===== src/rtl/spi_master.sv =====
// spi_master: initiator side of the SPI memory link.
// Runs one 16-bit frame {addr[6:0], rw, data[7:0]}, MSB first, per accepted start.
// SCLK idles low, MOSI changes on SCLK falling edges, MISO is sampled at the end of
// each SCLK high phase. All pin and status outputs come straight from registers.
`timescale 1ns/1ps
module spi_master #(
  parameter int CLK_DIV = 4
) (
  input  logic       clk,
  input  logic       reset_n,
  input  logic       start,
  input  logic [6:0] addr,
  input  logic       rw,
  input  logic [7:0] wdata,
  output logic       busy,
  output logic       done,
  output logic [7:0] rdata,
  output logic       sclk_pin,
  output logic       cs_pin,
  output logic       mosi_pin,
  input  logic       miso_pin
);

  // Half-period counter width; CLK_DIV=1 still needs a 1-bit counter that stays at 0.
  localparam int HC_W = (CLK_DIV > 1) ? $clog2(CLK_DIV) : 1;
  localparam logic [HC_W-1:0] HC_LAST = HC_W'(CLK_DIV - 1);

  typedef enum logic [2:0] {
    S_IDLE,
    S_SETUP,
    S_HIGH,
    S_LOW,
    S_HOLD,
    S_GAP
  } state_t;

  state_t            state_q;
  logic [HC_W-1:0]   hc_q;
  logic [HC_W-1:0]   hc_d;
  logic              half_last;
  logic [3:0]        bit_q;
  // Frame bits 14..0 still to be driven; bit 15 goes straight to MOSI at start.
  logic [14:0]       tx_q;
  logic [7:0]        rx_q;
  logic              rw_q;
  logic              sclk_q;
  logic              cs_q;
  logic              mosi_q;
  logic              busy_q;
  logic              done_q;
  logic [7:0]        rdata_q;

  // Half-period counter next value: wraps to zero when a phase completes.
  always_comb begin
    half_last = (hc_q == HC_LAST);
    hc_d      = half_last ? '0 : hc_q + 1'b1;
  end

  // Frame sequencer with registered pin and status outputs.
  always_ff @(posedge clk or negedge reset_n) begin
    if (!reset_n) begin
      state_q <= S_IDLE;
      hc_q    <= '0;
      bit_q   <= '0;
      tx_q    <= '0;
      rx_q    <= '0;
      rw_q    <= 1'b0;
      sclk_q  <= 1'b0;
      cs_q    <= 1'b1;
      mosi_q  <= 1'b0;
      busy_q  <= 1'b0;
      done_q  <= 1'b0;
      rdata_q <= '0;
    end else begin
      done_q <= 1'b0;
      case (state_q)
        S_IDLE: begin
          hc_q  <= '0;
          bit_q <= '0;
          if (start) begin
            // Reads shift out zeros in the data phase.
            tx_q    <= {addr[5:0], rw, (rw ? 8'h00 : wdata)};
            rw_q    <= rw;
            cs_q    <= 1'b0;
            busy_q  <= 1'b1;
            mosi_q  <= addr[6];
            state_q <= S_SETUP;
          end
        end
        S_SETUP: begin
          hc_q <= hc_d;
          if (half_last) begin
            sclk_q  <= 1'b1;
            state_q <= S_HIGH;
          end
        end
        S_HIGH: begin
          hc_q <= hc_d;
          if (half_last) begin
            rx_q   <= {rx_q[6:0], miso_pin};
            sclk_q <= 1'b0;
            if (bit_q == 4'd15) begin
              mosi_q  <= 1'b0;
              state_q <= S_HOLD;
            end else begin
              bit_q   <= bit_q + 4'd1;
              mosi_q  <= tx_q[14];
              tx_q    <= {tx_q[13:0], 1'b0};
              state_q <= S_LOW;
            end
          end
        end
        S_LOW: begin
          hc_q <= hc_d;
          if (half_last) begin
            sclk_q  <= 1'b1;
            state_q <= S_HIGH;
          end
        end
        S_HOLD: begin
          hc_q <= hc_d;
          if (half_last) begin
            cs_q   <= 1'b1;
            done_q <= 1'b1;
            // After 16 shifts rx_q holds the samples from SCLK rises 9..16.
            if (rw_q) begin
              rdata_q <= rx_q;
            end
            state_q <= S_GAP;
          end
        end
        S_GAP: begin
          hc_q <= hc_d;
          if (half_last) begin
            busy_q  <= 1'b0;
            state_q <= S_IDLE;
          end
        end
        default: begin
          state_q <= S_IDLE;
        end
      endcase
    end
  end

  assign sclk_pin = sclk_q;
  assign cs_pin   = cs_q;
  assign mosi_pin = mosi_q;
  assign busy     = busy_q;
  assign done     = done_q;
  assign rdata    = rdata_q;

endmodule


===== config.mk =====
export PLATFORM = sky130hd
export DESIGN_NAME = spi_master
export DESIGN_NICKNAME = d
export VERILOG_FILES = /design/src/rtl/spi_master.sv
export SDC_FILE = /design/constraint.sdc
export NUM_CORES = 1
export LEC_CHECK = 0
export ABC_AREA = 1
export ABC_CLOCK_PERIOD_IN_PS = 2500
export CORE_ASPECT_RATIO = 1.4
export CORE_MARGIN = 1
export CORE_UTILIZATION = 35
export CTS_CLUSTER_SIZE = 8
export DETAILED_ROUTE_END_ITERATION = 12
export GPL_TIMING_DRIVEN = 0
export SLEW_MARGIN = 30
export SYNTH_ARGS = -nofsm -noshare
export SYNTH_HDL_FRONTEND = slang
export SYNTH_SLANG_ARGS = --single-unit

===== constraint.sdc =====
create_clock -name clk -period 2.5 [get_ports clk]
set_input_delay 0.25 -clock clk [delete_from_list [all_inputs] [get_ports clk]]
set_output_delay 0.25 -clock clk [all_outputs]
set_load 0.02 [all_outputs]

==> impl_metrics.env <==
export IMPL_synth_top_cells_by_count="nand2_1, dfrtp_1, o21ai_0"
export IMPL_max_freq_ghz=0.593
export IMPL_clk_path_buf_depth=2
export IMPL_dpl_hpwl_mm=3.38
export IMPL_synth_edf_count=0
export IMPL_dp_slack_ns=0.869
export IMPL_r2r_start="bit_q[0]"
export IMPL_setup_violations_final=0
export IMPL_design_area_um2=2740
export IMPL_crit_path_top_delay_cell="clkdlybuf4s50_1"
export IMPL_final_seq_area_um2=1150
export IMPL_post_route_util_pct=44.4
export IMPL_start_kind="flip-flop"
export IMPL_chipWidth_um=69.5
export IMPL_crit_fanout=2
export IMPL_worst_pin_slew_ns=0.581
export IMPL_cts_root_buffer="clkbuf_8"
export IMPL_drive_above_1_share_pct=9.43
export IMPL_synth_top_area_share_pct=50.4
export IMPL_drt_iter0_drc=73
export IMPL_grtUsageTotal_pct=16.2
export IMPL_syn_nets=301
export IMPL_insertion_delay_ns=0.30
export IMPL_ir_worst_vdd_mv=0.360
export IMPL_clkTransAtPathRegs_ns=0.09
export IMPL_fin_crit_ns=1.69
export IMPL_ys_ff_latch=46
export IMPL_num_antenna_cells=0
export IMPL_synthTopCellsByArea="dfrtp_1, nand2_1, o21ai_0, inv_1, ha_1"
export IMPL_gp_congestion=0.844
export IMPL_num_rows=34
export IMPL_die_y_um=96.5
export IMPL_crit_required_ns=2.25
export IMPL_viasPerCell=4.75
export IMPL_syn_area_um2=2230
export IMPL_fillerInstances=652
export IMPL_synth_seq_area_share_pct=51.6
export IMPL_end_kind="primary output"
export IMPL_wl_mm=4.74
export IMPL_start_util_pct=36.2
export IMPL_p_leak_nw=1.38
export IMPL_status="complete, no violations"
export IMPL_synthFlopType="dfrtp_1"
export IMPL_worstPathArrival_ns=1.44
export IMPL_relSlewSlack_pct=61.3
export IMPL_dr_pass1_iters=4
export IMPL_r2r_end="tx_q[0]"
export IMPL_pin_count=33
export IMPL_multi_input_area_um2=941
export IMPL_final_hold_violation_count=0
export IMPL_crit_buf_inv=1
export IMPL_synthDistinctLibCells=25
export IMPL_criticalPathCategory="flip-flop to primary output"
export IMPL_antenna_found_initial=0
export IMPL_dp_cells=381
export IMPL_vias=1852
export IMPL_synth_top_area_cell="dfrtp_1"
export IMPL_syn_inst=277
export IMPL_io_buffers=32
export IMPL_r2r_slack_ns=0.90
export IMPL_skew_ns=0.0107
export IMPL_powerDensity_nw_per_um2=941
export IMPL_worstPathCellList="clkdlybuf4s50_1"
export IMPL_yosysMostFrequentCell="nand2_1"
export IMPL_grt_start_max_net_pins=47
export IMPL_dpl_cell_area_um2=2640
export IMPL_avgSynthCellArea_um2=8.07
export IMPL_fin_ws_ns=0.813
export IMPL_slew_viol_final=0
export IMPL_grt_pass1_wl_mm=8.54
export IMPL_reg2regPathDepth=8
export IMPL_final_nets=341
export IMPL_cts_buffers=5
export IMPL_core_um2=6170
export IMPL_hold_class="primary input to async pin"
export IMPL_wl_per_cell_um=12.1
export IMPL_clkSinkCount=46
export IMPL_fin_cells=390
export IMPL_drc=0
export IMPL_grt_setup_unrepaired="no"
export IMPL_cts_tree="yes"
export IMPL_period_share_pct=67.5
export IMPL_cp_slowest_stage_delay_ns=0.62
export IMPL_die_area_um2=6710
export IMPL_drtAntennaViolNets=0
export IMPL_cp_top_family="buffers and inverters"
export IMPL_area_growth_pct=22.6
export IMPL_h_tree_depth=2
export IMPL_grt_pass1_vias=1866
export IMPL_synthArstFlopShare_pct=100
export IMPL_maxCapViolations=0
export IMPL_grt_overflow=0
export IMPL_ys_warnings_count=0
[cells by family after synthesis]
family	count (synthesis)	synth area share (%)
AND/OR/NAND/NOR	164	31.1
buffers and inverters	29	6.33
XOR/XNOR	2	0.784
adder cells (fa/ha/maj)	4	2.24
AO/OA/AOI/OAI	32	8.01
flip-flops	46	51.6
[how the worst max path moves through the flow]
stage	start	to	slack, ns	depth (start not counted)
after floorplan	bit_q[0]	tx_q[0]	1.10	8
after global routing	bit_q[0]	tx_q[0]	0.70	8
after global placement	reset_n	rdata[6]	-0.17	1
final	cs_pin	cs_pin	0.81	1
after detailed placement	bit_q[0]	tx_q[0]	0.87	8
after CTS	cs_pin	cs_pin	0.80	1
[power by group]
part / switching [mW] / internal, mW / total, mW
Sequential: 0.148 / 0.946 / 1.09
Clock: 0.250 / 0.198 / 0.448
Combinational: 0.651 / 0.386 / 1.04
[what timing repair did]
action / 4_1_cts / 5_1_grt
setup buffers: 0 / 0
resized for setup: 0 / 0
hold buffers: 1 / 0
endpoints found under the hold margin: 45 / 0
[per-stage QoR]
stage / setup TNS [ns] / hold slack, ns / power (mW)
6_report: 0 / 0.476 / 2.58
5_1_grt: 0 / 0.504 / 2.83
4_1_cts: 0 / 0.489 / 2.62
3_5_place_dp: 0 / 0.294 / 2.16
3_3_place_gp: -7.43 / 0.464 / 2.14
2_1_floorplan: 0 / -0.0456 / 1.86
[per-layer routing]
metal	track usage, %	vias up	share of wire (%)
met5	0	-	0
met1	18.9	860	45
met3	2.59	5	4.5
met2	29.1	43	49
met4	7.65	0	1.5
li1	-	944	-
[cell usage in the layout (no fill, tap or decap), types with 2 or more instances in the layout]
cell type        instances
clkbuf_8                 5
buf_4                    2
nand3_1                  8
nor2_2                   3
clkdlybuf4s50_1         31
dfrtp_1                 45
buf_6                    3
inv_1                   19
ha_1                     4
o21ai_0                 25
nor2_1                   9
nand2_4                  3
nand4_1                  5
buf_2                    3
inv_2                    2
nor2_4                   3
nand2_1                131
o21bai_1                 4
[state kept, by name, indices dropped and copies added, names as in the netlist]
signal    cells
state_q       3
rw_q          1
done          1
hc_q          2
tx_q         15
cs_pin        1
rdata         8
sclk_pin      1
rx_q          8
mosi_pin      1
bit_q         4
busy          1
[area by class of cell]
class	instances	share of cell area, %
plain buffers	7	2.06
clock inverters	2	0.503
multi-input cells	202	34.4
inverters	22	3.11
clock buffers	6	2.65
well taps	72	3.29
repair buffers	33	12.0
flip-flops and latches	46	42.1
(Power assumes the default switching activity.)
